[config.mk]
export PLATFORM = sky130hd
export DESIGN_NAME = xor_round_cipher_flat
export DESIGN_NICKNAME = d
export VERILOG_FILES = /design/src/rtl/cipher_pkg.sv /design/src/rtl/xor_round_cipher_if.sv /design/src/rtl/cipher_round.sv /design/src/rtl/xor_round_cipher.sv /design/src/flat_wrapper.sv
export SDC_FILE = /design/constraint.sdc
export NUM_CORES = 1
export LEC_CHECK = 0
export CAP_MARGIN = 20
export CORE_MARGIN = 1.5
export CORE_UTILIZATION = 51
export CTS_BUF_LIST = sky130_fd_sc_hd__clkbuf_4 sky130_fd_sc_hd__clkbuf_8 sky130_fd_sc_hd__clkbuf_16
export DETAILED_ROUTE_END_ITERATION = 16
export GPL_TIMING_DRIVEN = 1
export PLACE_DENSITY = 0.82
export SYNTH_ARGS = -nofsm -noshare
export SYNTH_HDL_FRONTEND = slang
export SYNTH_SLANG_ARGS = --single-unit
[constraint.sdc]
create_clock -name clock -period 1.6 [get_ports clock]
set_input_delay 0.16 -clock clock [delete_from_list [all_inputs] [get_ports clock]]
set_output_delay 0.16 -clock clock [all_outputs]
set_load 0.05 [all_outputs]
[src/rtl/cipher_pkg.sv]
// Shared types and helpers for the iterative XOR/rotate cipher engine.
// Rotations work on values up to CIPHER_MAXW bits; callers pass the live width.
package cipher_pkg;

  typedef enum logic [1:0] {
    IDLE = 2'd0,
    RUN  = 2'd1,
    DONE = 2'd2
  } state_t;

  localparam logic MODE_ENC = 1'b0;
  localparam logic MODE_DEC = 1'b1;

  localparam int CIPHER_MAXW = 64;
  localparam int CIPHER_IW   = $clog2(CIPHER_MAXW);

  // Rotate the low w bits of x left by n (mod w); bits above w are returned as zero.
  function automatic logic [CIPHER_MAXW-1:0] rotl(input logic [CIPHER_MAXW-1:0] x,
                                                  input int n, input int w);
    logic [CIPHER_MAXW-1:0] r;
    int s;
    r = '0;
    s = n % w;
    for (int i = 0; i < CIPHER_MAXW; i++) begin
      if (i < w) r[CIPHER_IW'((i + s) % w)] = x[CIPHER_IW'(i)];
    end
    return r;
  endfunction

  function automatic logic [CIPHER_MAXW-1:0] rotr(input logic [CIPHER_MAXW-1:0] x,
                                                  input int n, input int w);
    return rotl(x, w - (n % w), w);
  endfunction

endpackage

[src/rtl/xor_round_cipher_if.sv]
// Operand/result handshake bundle for xor_round_cipher.
// master = source/sink side, slave = the cipher engine.
interface xor_round_cipher_if #(
  parameter int WIDTH = 8
);
  logic             in_valid;
  logic             in_ready;
  logic [WIDTH-1:0] in_data;
  logic [WIDTH-1:0] in_key;
  logic             in_mode;
  logic             out_valid;
  logic             out_ready;
  logic [WIDTH-1:0] out_data;

  modport master (
    output in_valid, in_data, in_key, in_mode, out_ready,
    input  in_ready, out_valid, out_data
  );

  modport slave (
    input  in_valid, in_data, in_key, in_mode, out_ready,
    output in_ready, out_valid, out_data
  );
endinterface

[src/rtl/cipher_round.sv]
// One combinational cipher round, shared by every RUN cycle of the engine.
module cipher_round
  import cipher_pkg::*;
#(
  parameter int WIDTH = 8
) (
  input  logic [WIDTH-1:0] i_d,
  input  logic [WIDTH-1:0] i_k,
  input  logic             i_mode,
  output logic [WIDTH-1:0] o_d
);
  always_comb begin
    o_d = '0;
    if (i_mode == MODE_DEC) o_d = WIDTH'(rotr(CIPHER_MAXW'(i_d), 1, WIDTH)) ^ i_k;
    else                    o_d = WIDTH'(rotl(CIPHER_MAXW'(i_d ^ i_k), 1, WIDTH));
  end
endmodule

[src/rtl/xor_round_cipher.sv]
// Iterative multi-round XOR/rotate cipher, one round per clock, valid/ready on both sides.
// Define CIPHER_DONE_COUNT_EN to add the 16-bit done_count port (delivered blocks).
module xor_round_cipher
  import cipher_pkg::*;
#(
  parameter int WIDTH  = 8,
  parameter int ROUNDS = 4
) (
  input logic               clock,
  input logic               reset,
  xor_round_cipher_if.slave bus
`ifdef CIPHER_DONE_COUNT_EN
  ,
  output logic [15:0]       done_count
`endif
);
  localparam int CNT_W = $clog2(ROUNDS + 1);

  state_t             r_state;
  logic [WIDTH-1:0]   r_data;
  logic [WIDTH-1:0]   r_key;
  logic               r_mode;
  logic [CNT_W-1:0]   r_cnt;

  logic [WIDTH-1:0]   w_round_d;
  logic [WIDTH-1:0]   w_key_load;
  logic [WIDTH-1:0]   w_key_next;
  logic               w_accept;
  logic               w_deliver;
  logic               w_last;

  assign w_accept  = (r_state == IDLE) && bus.in_valid;
  assign w_deliver = (r_state == DONE) && bus.out_ready;
  assign w_last    = (r_cnt == CNT_W'(ROUNDS - 1));

  // Decrypt walks the round keys backwards, so it starts from the last one.
  assign w_key_load = (bus.in_mode == MODE_DEC)
                    ? WIDTH'(rotl(CIPHER_MAXW'(bus.in_key), ROUNDS - 1, WIDTH))
                    : bus.in_key;
  assign w_key_next = (r_mode == MODE_DEC)
                    ? WIDTH'(rotr(CIPHER_MAXW'(r_key), 1, WIDTH))
                    : WIDTH'(rotl(CIPHER_MAXW'(r_key), 1, WIDTH));

  cipher_round #(.WIDTH(WIDTH)) u_round (
    .i_d    (r_data),
    .i_k    (r_key),
    .i_mode (r_mode),
    .o_d    (w_round_d)
  );

  always_ff @(posedge clock or posedge reset) begin
    if (reset) begin
      r_state <= IDLE;
      r_data  <= '0;
      r_key   <= '0;
      r_mode  <= MODE_ENC;
      r_cnt   <= '0;
    end else begin
      case (r_state)
        IDLE: if (w_accept) begin
          r_state <= RUN;
          r_data  <= bus.in_data;
          r_key   <= w_key_load;
          r_mode  <= bus.in_mode;
          r_cnt   <= '0;
        end
        RUN: begin
          r_data <= w_round_d;
          r_key  <= w_key_next;
          r_cnt  <= r_cnt + 1'b1;
          if (w_last) r_state <= DONE;
        end
        DONE: if (w_deliver) r_state <= IDLE;
        default: r_state <= IDLE;
      endcase
    end
  end

  assign bus.in_ready  = (r_state == IDLE) && !reset;
  assign bus.out_valid = (r_state == DONE);
  assign bus.out_data  = r_data;

`ifdef CIPHER_DONE_COUNT_EN
  logic [15:0] r_done_cnt;

  always_ff @(posedge clock or posedge reset) begin
    if (reset)          r_done_cnt <= '0;
    else if (w_deliver) r_done_cnt <= r_done_cnt + 16'd1;
  end

  assign done_count = r_done_cnt;
`endif
endmodule

[src/flat_wrapper.sv]
// flat-port wrapper written by rule: the top's interface ports become plain ports
module xor_round_cipher_flat import cipher_pkg::*;
#(
  parameter int WIDTH  = 8,
  parameter int ROUNDS = 4
)
  (clock, reset, bus_in_valid, bus_in_data, bus_in_key, bus_in_mode, bus_out_ready, bus_in_ready, bus_out_valid, bus_out_data);
  xor_round_cipher_if #(.WIDTH(WIDTH)) bus_i ();
  input logic clock;
  input logic reset;
  input wire logic [$bits(bus_i.in_valid)-1:0] bus_in_valid;
  input wire logic [$bits(bus_i.in_data)-1:0] bus_in_data;
  input wire logic [$bits(bus_i.in_key)-1:0] bus_in_key;
  input wire logic [$bits(bus_i.in_mode)-1:0] bus_in_mode;
  input wire logic [$bits(bus_i.out_ready)-1:0] bus_out_ready;
  output wire logic [$bits(bus_i.in_ready)-1:0] bus_in_ready;
  output wire logic [$bits(bus_i.out_valid)-1:0] bus_out_valid;
  output wire logic [$bits(bus_i.out_data)-1:0] bus_out_data;
  assign bus_i.in_valid = bus_in_valid;
  assign bus_i.in_data = bus_in_data;
  assign bus_i.in_key = bus_in_key;
  assign bus_i.in_mode = bus_in_mode;
  assign bus_i.out_ready = bus_out_ready;
  assign bus_in_ready = bus_i.in_ready;
  assign bus_out_valid = bus_i.out_valid;
  assign bus_out_data = bus_i.out_data;
  xor_round_cipher #(.WIDTH(WIDTH), .ROUNDS(ROUNDS)) u_core (.clock(clock), .reset(reset), .bus(bus_i));
endmodule
==> flow_summary.toml, run 1 <==
[setup_path]
crit_path_max_fanout = 8
worstPathArrival_ns = 1.38
worst_setup_path_end_kind = "output pin"
start_kind = "register"
cp-startpoint = "u_core.r_state[1]$_DFFE_PP0P_"
rr_startpoint = "u_core.r_mode$_DFFE_PP0P_"
path_class = "reg -> out"
crit_required_ns = 1.44

[worst_hold_path]
worstHoldPathType = "in -> async"

[floorplan]
rows = 19
core_area_sq_um = 2781
io_pins = 31
die_area_sq_um = 3268
die_x_microns = 57.17
dieHeight_microns = 57.17
initial_core_util = 0.5380

[logic_synthesis]
syn-num-nets = 166
synth_area_leader_cell = "dfrtp_1"
synth_area_per_cell_sq_um = 10.46
syn_area_sq_um = 1496
synth.area.top_cells = "dfrtp_1, mux2i_1, xor2_1, mux2_4, nor4bb_1"
syn_inst = 143
yosys.area_share.simple = 0.1003
yosys_warnings = 0
synth_fa_ha_area_frac = 0.01672
synth-seq-cells = 22
synth_mux_area_frac = 0.2500
synth_top_cell_area_share = 0.3679
seq_area_frac_synth = 0.3679
synth_compound_area_frac = 0.1062
synthXorXnorAreaFrac = 0.09365
yosysUniqueCellTypes = 25
synth_top_family_by_area = "multiplexers"

[global_routing]
grt_pass1_wl_mm = 5.402
grt_max_degree = 28
grt_pass1_vias = 1207
grt.total_usage = 0.2181
overflow = 0
antenna_found_initial = 0

[final_layout]
layout_common_cells = "mux2i_1, dfrtp_1, clkdlybuf4s50_1, xor2_1, buf_4"
drive_gt1_frac = 0.1850
layout_commonest_cell = "mux2i_1"
fillers = 228
instances_no_fill = 204
num-nets-final = 198
area_growth_pct = 23.58
antennaDiodeCount = 0

[timing]
finalCriticalPeriod_ns = 1.542
worst_slack_ns = 0.05827
fin_crit_sh = 0.9636
fmax_mhz = 648.6
worst_pin_slew_ns = 0.6262
setup_violations = 0
tns_ns = 0
skew_ns = 0.008632
hold_viol = 0
drv_slew = 0
relSlewSlack = 0.5826
rsz0062_at_grt = "false"

[cts]
postCtsHoldBufs = 0
post_cts_buffers = 0
numCtsBuffers = 3
cts-root-buf = "clkbuf_4"
tritoncts = "yes"
ctsLongestPathBuffers = 2
cts_sinks = 22
htree_levels = 1
postCtsResizedCells = 0
clkTransAtPathRegs_ns = 0.13
clk_latency_ns = 0.33

[detailed_routing]
wire_per_inst_microns = 16.23
vias_per_cell = 5.779
drc = 0
vias = 1179
detail-route-antenna-nets = 0
dr.pass1.iters = 4
drtIter0Drc = 24
finalWirelength_mm = 3.310

[placed_design]
dpl_worst_slack_ns = 0.02220
place_hpwl_mm = 2.480
numPlacedInstances = 201
port_buffers = 30
place.gp.congestion = 0.7683

[outcome]
outcome = "completed"

[power_and_ir_drop]
p_leak_uw = 0.0008653
total_power_uw = 4095
ir_worst_vdd_uv = 1423
p_per_area_nw_per_um2 = 2214

[run]
max-cap-violations = 0
## final timing paths
kind / to / slack (ns) / cells past startpoint
max: bus_in_ready / 0.06 / 3
min: u_core.bus.out_data[5]$_DFFE_PP0P_ / 0.21 / 3
max reg2reg: u_core.r_key[7]$_DFFE_PP0P_ / 0.17 / 3
min reg2reg: u_core.r_cnt[2]$_DFFE_PP0P_ / 0.49 / 2
max in group asynchronous: u_core.r_cnt[0]$_DFFE_PP0P_ / 1.15 / 3
min in group clock: u_core.r_state[1]$_DFFE_PP0P_ / 0.41 / 3
## stage by stage
step | utilization | instance area [sq um] | hold WS [ns]
6_report | 0.6649 | 1849 | 0.2087
5_1_grt | 0.6649 | 1849 | 0.2368
4_1_cts | 0.6649 | 1849 | 0.2139
3_5_place_dp | 0.6568 | 1827 | 0.4731
3_3_place_gp | 0.6568 | 1827 | 0.4627
2_1_floorplan | - | 1501 | 0.1492
## cells in the mapped netlist, drive strengths merged
| master | number |
|---|---|
| inv | 5 |
| o21bai | 1 |
| nand2 | 12 |
| o21ai | 19 |
| nor3 | 1 |
| a21oi | 8 |
| nand2b | 1 |
| mux2i | 25 |
| ha | 2 |
| xor2 | 16 |
| buf | 7 |
| nor2 | 2 |
| mux2 | 9 |
| nor4bb | 8 |
| dfrtp | 22 |
| clkbuf | 3 |
| o2bb2ai | 1 |
| nor2b | 1 |
## where the power goes
part,internal [uW],leakage (uW),switching [uW],total [uW]
clock,88.7,0.0000138,181,269
combinational,1210,0.000584,1300,2510
sequential,853,0.000267,463,1320
total,2150,0.000865,1940,4090
## cells by family (layout without fill, tap and decap cells)
logic type               count (synthesis)  after routing
AO/OA/AOI/OAI                           29             29
XOR/XNOR                                16             16
adder cells (fa/ha/maj)                  2              2
buffers and inverters                   15             45
flip-flops                              22             22
multiplexers                            34             34
AND/OR/NAND/NOR                         25             25
## metal layers
metal  GRT usage  routed length (microns)
met4      0.1130                       86
met3     0.05669                      110
met1      0.2449                     1395
met5           0                        0
met2      0.3793                     1717
## worst max-delay path, cell delays in order (launching register included)
cell     delay (ns)
dfrtp_1        0.46
buf_4          0.19
nor3_2         0.23
buf_12         0.17
## registers in the layout, indices dropped and copies added (netlist names)
register and count:
u_core.r_key 8, u_core.r_state 2, u_core.bus.out_data 8, u_core.r_cnt 3
u_core.r_mode 1
## cell type report
| cell class | instances | area (sq um) | area share |
|---|---|---|---|
| Multi-Input combinational cell | 106 | 853.3 | 0.4614 |
| Sequential cell | 22 | 550.5 | 0.2977 |
| Timing Repair Buffer | 37 | 365.4 | 0.1976 |
| Tap cell | 31 | 38.79 | 0.02097 |
| Clock buffer | 3 | 22.52 | 0.01218 |
| Inverter | 5 | 18.77 | 0.01015 |
(Power assumes the default switching activity.)
==> inputs of run 2 (changes only) <==
PLACE_DENSITY = 0.9   (was 0.82)
==> run 2 against run 1 <==
  * Sequential share of layout area decreased by 0.10 points
  * Clock power increased by 16%
  * Sequential cell count unchanged
  * Largest cell class unchanged
  * Critical path depth unchanged
  * Register-to-register slack got worse by 0.06 ns
  * Critical path type is now reg -> reg
==> flow_summary.toml, run 2 (synthesis results as in run 1) <==
[cts]
ctsLongestPathBuffers = 2
tritoncts = "yes"
postCtsResizedCells = 0
postCtsHoldBufs = 0
cts_sinks = 22
clk_latency_ns = 0.32
cts-root-buf = "clkbuf_4"
post_cts_buffers = 0
htree_levels = 1
clkTransAtPathRegs_ns = 0.12
numCtsBuffers = 3

[placed_design]
dpl_worst_slack_ns = 0.004114
place_hpwl_mm = 2.556
dpl_cell_area_sq_um = 1819
port_buffers = 30
place.gp.congestion = 0.7889

[detailed_routing]
detail-route-antenna-nets = 0
drtIter0Drc = 24
vias_per_cell = 5.652
finalWirelength_mm = 3.294
wire_per_inst_microns = 16.15
vias = 1153
dr.pass1.iters = 4
drc = 0

[floorplan]
core_area_sq_um = 2781
dieHeight_microns = 57.17
io_pins = 31
die_area_sq_um = 3268
rows = 19
die_x_microns = 57.17
initial_core_util = 0.5380

[timing]
finalCriticalPeriod_ns = 1.493
fmax_mhz = 669.8
hold_viol = 0
relSlewSlack = 0.5868
rsz0062_at_grt = "false"
worst_pin_slew_ns = 0.6197
tns_ns = 0
fin_crit_sh = 0.9331
skew_ns = 0.009100
setup_violations = 0
worst_slack_ns = 0.1070
drv_slew = 0

[final_layout]
antennaDiodeCount = 0
area_growth_pct = 24.00
finish.instance_area_sq_um = 1856
fillers = 220
layout_common_cells = "mux2i_1, dfrtp_1, clkdlybuf4s50_1, xor2_1, buf_4"
final_util = 0.6671
drive_gt1_frac = 0.1850
layout_commonest_cell = "mux2i_1"
num-nets-final = 197

[setup_path]
worstPathArrival_ns = 1.74
cpPeakStageDelay_ns = 0.50
crit_path_max_fanout = 10
path_class = "reg -> reg"
worst_setup_path_end_kind = "register"
timing.critical_path.buf_inv = 0
path_delay_family = "simple AND/OR/NAND/NOR gates"
slowest_stage = "nand2b_1"
start_kind = "register"
crit_required_ns = 1.84
timing.critical_path.cells = "nand2b_1 -> mux2_2 -> o21ai_0"

[outcome]
outcome = "completed"

[power_and_ir_drop]
p_per_area_nw_per_um2 = 2227
p_leak_uw = 0.0008675
ir_worst_vdd_uv = 1512

[global_routing]
grt.total_usage = 0.2211
grt_max_degree = 28
antenna_found_initial = 0
overflow = 0
grt_pass1_wl_mm = 5.575
grt_pass1_vias = 1156

[run]
max-cap-violations = 0

[worst_hold_path]
worstHoldPathType = "in -> async"
-- run 2: worst min-delay path: stages --
cell,delay [ns]
clkdlybuf4s50_1,0.43
inv_1,0.06
buf_4,0.28
-- run 2: worst paths after layout --
| kind | end | depth (start not counted) | slack [ns] | start |
|---|---|---|---|---|
| max | u_core.r_key[7]$_DFFE_PP0P_ | 3 | 0.11 | u_core.r_state[1]$_DFFE_PP0P_ |
| min | u_core.r_key[4]$_DFFE_PP0P_ | 3 | 0.21 | reset |
| max reg2reg | u_core.r_key[7]$_DFFE_PP0P_ | 3 | 0.11 | u_core.r_state[1]$_DFFE_PP0P_ |
| min reg2reg | u_core.r_cnt[2]$_DFFE_PP0P_ | 2 | 0.50 | u_core.r_cnt[2]$_DFFE_PP0P_ |
| max in group asynchronous | u_core.r_cnt[1]$_DFFE_PP0P_ | 3 | 1.16 | reset |
| min in group clock | u_core.r_state[1]$_DFFE_PP0P_ | 3 | 0.44 | bus_out_ready |
-- run 2: layout make-up --
cell class	instances	area (sq um)	area share
multi-input cells	106	853.3	0.4599
inverters	5	18.77	0.01011
clock buffers	4	36.28	0.01955
repair buffers	36	357.8	0.1929
well taps	31	38.79	0.02090
flip-flops and latches	22	550.5	0.2967
-- run 2: power breakdown --
group	internal (uW)	switching, uW	leakage [uW]
Combinational	1190	1330	0.000579
Sequential	853	446	0.000267
Clock	139	172	0.0000210
-- run 2: metal layers --
metal / wire length [microns] / track usage / part of all wire
met1: 1368 / 0.2794 / 0.42
met2: 1808 / 0.3875 / 0.55
met3: 47 / 0.02721 / 0.014
met4: 69 / 0.08306 / 0.021
met5: 0 / 0 / 0
-- run 2: per-stage QoR --
| step | hold WS [ns] | cells | total power [uW] |
|---|---|---|---|
| 2_1_floorplan | 0.1492 | 143 | 3192 |
| 3_3_place_gp | 0.4628 | 200 | 3688 |
| 3_5_place_dp | 0.4802 | 200 | 3831 |
| 4_1_cts | 0.2137 | 204 | 4158 |
| 5_1_grt | 0.2361 | 204 | 4447 |
| 6_report | 0.2091 | 204 | 4132 |
==> inputs of run 3 (changes only) <==
SLEW_MARGIN = 10   (was default)
==> results of run 3 <==
Final layout, timing and power as in run 2 (identical DEF).
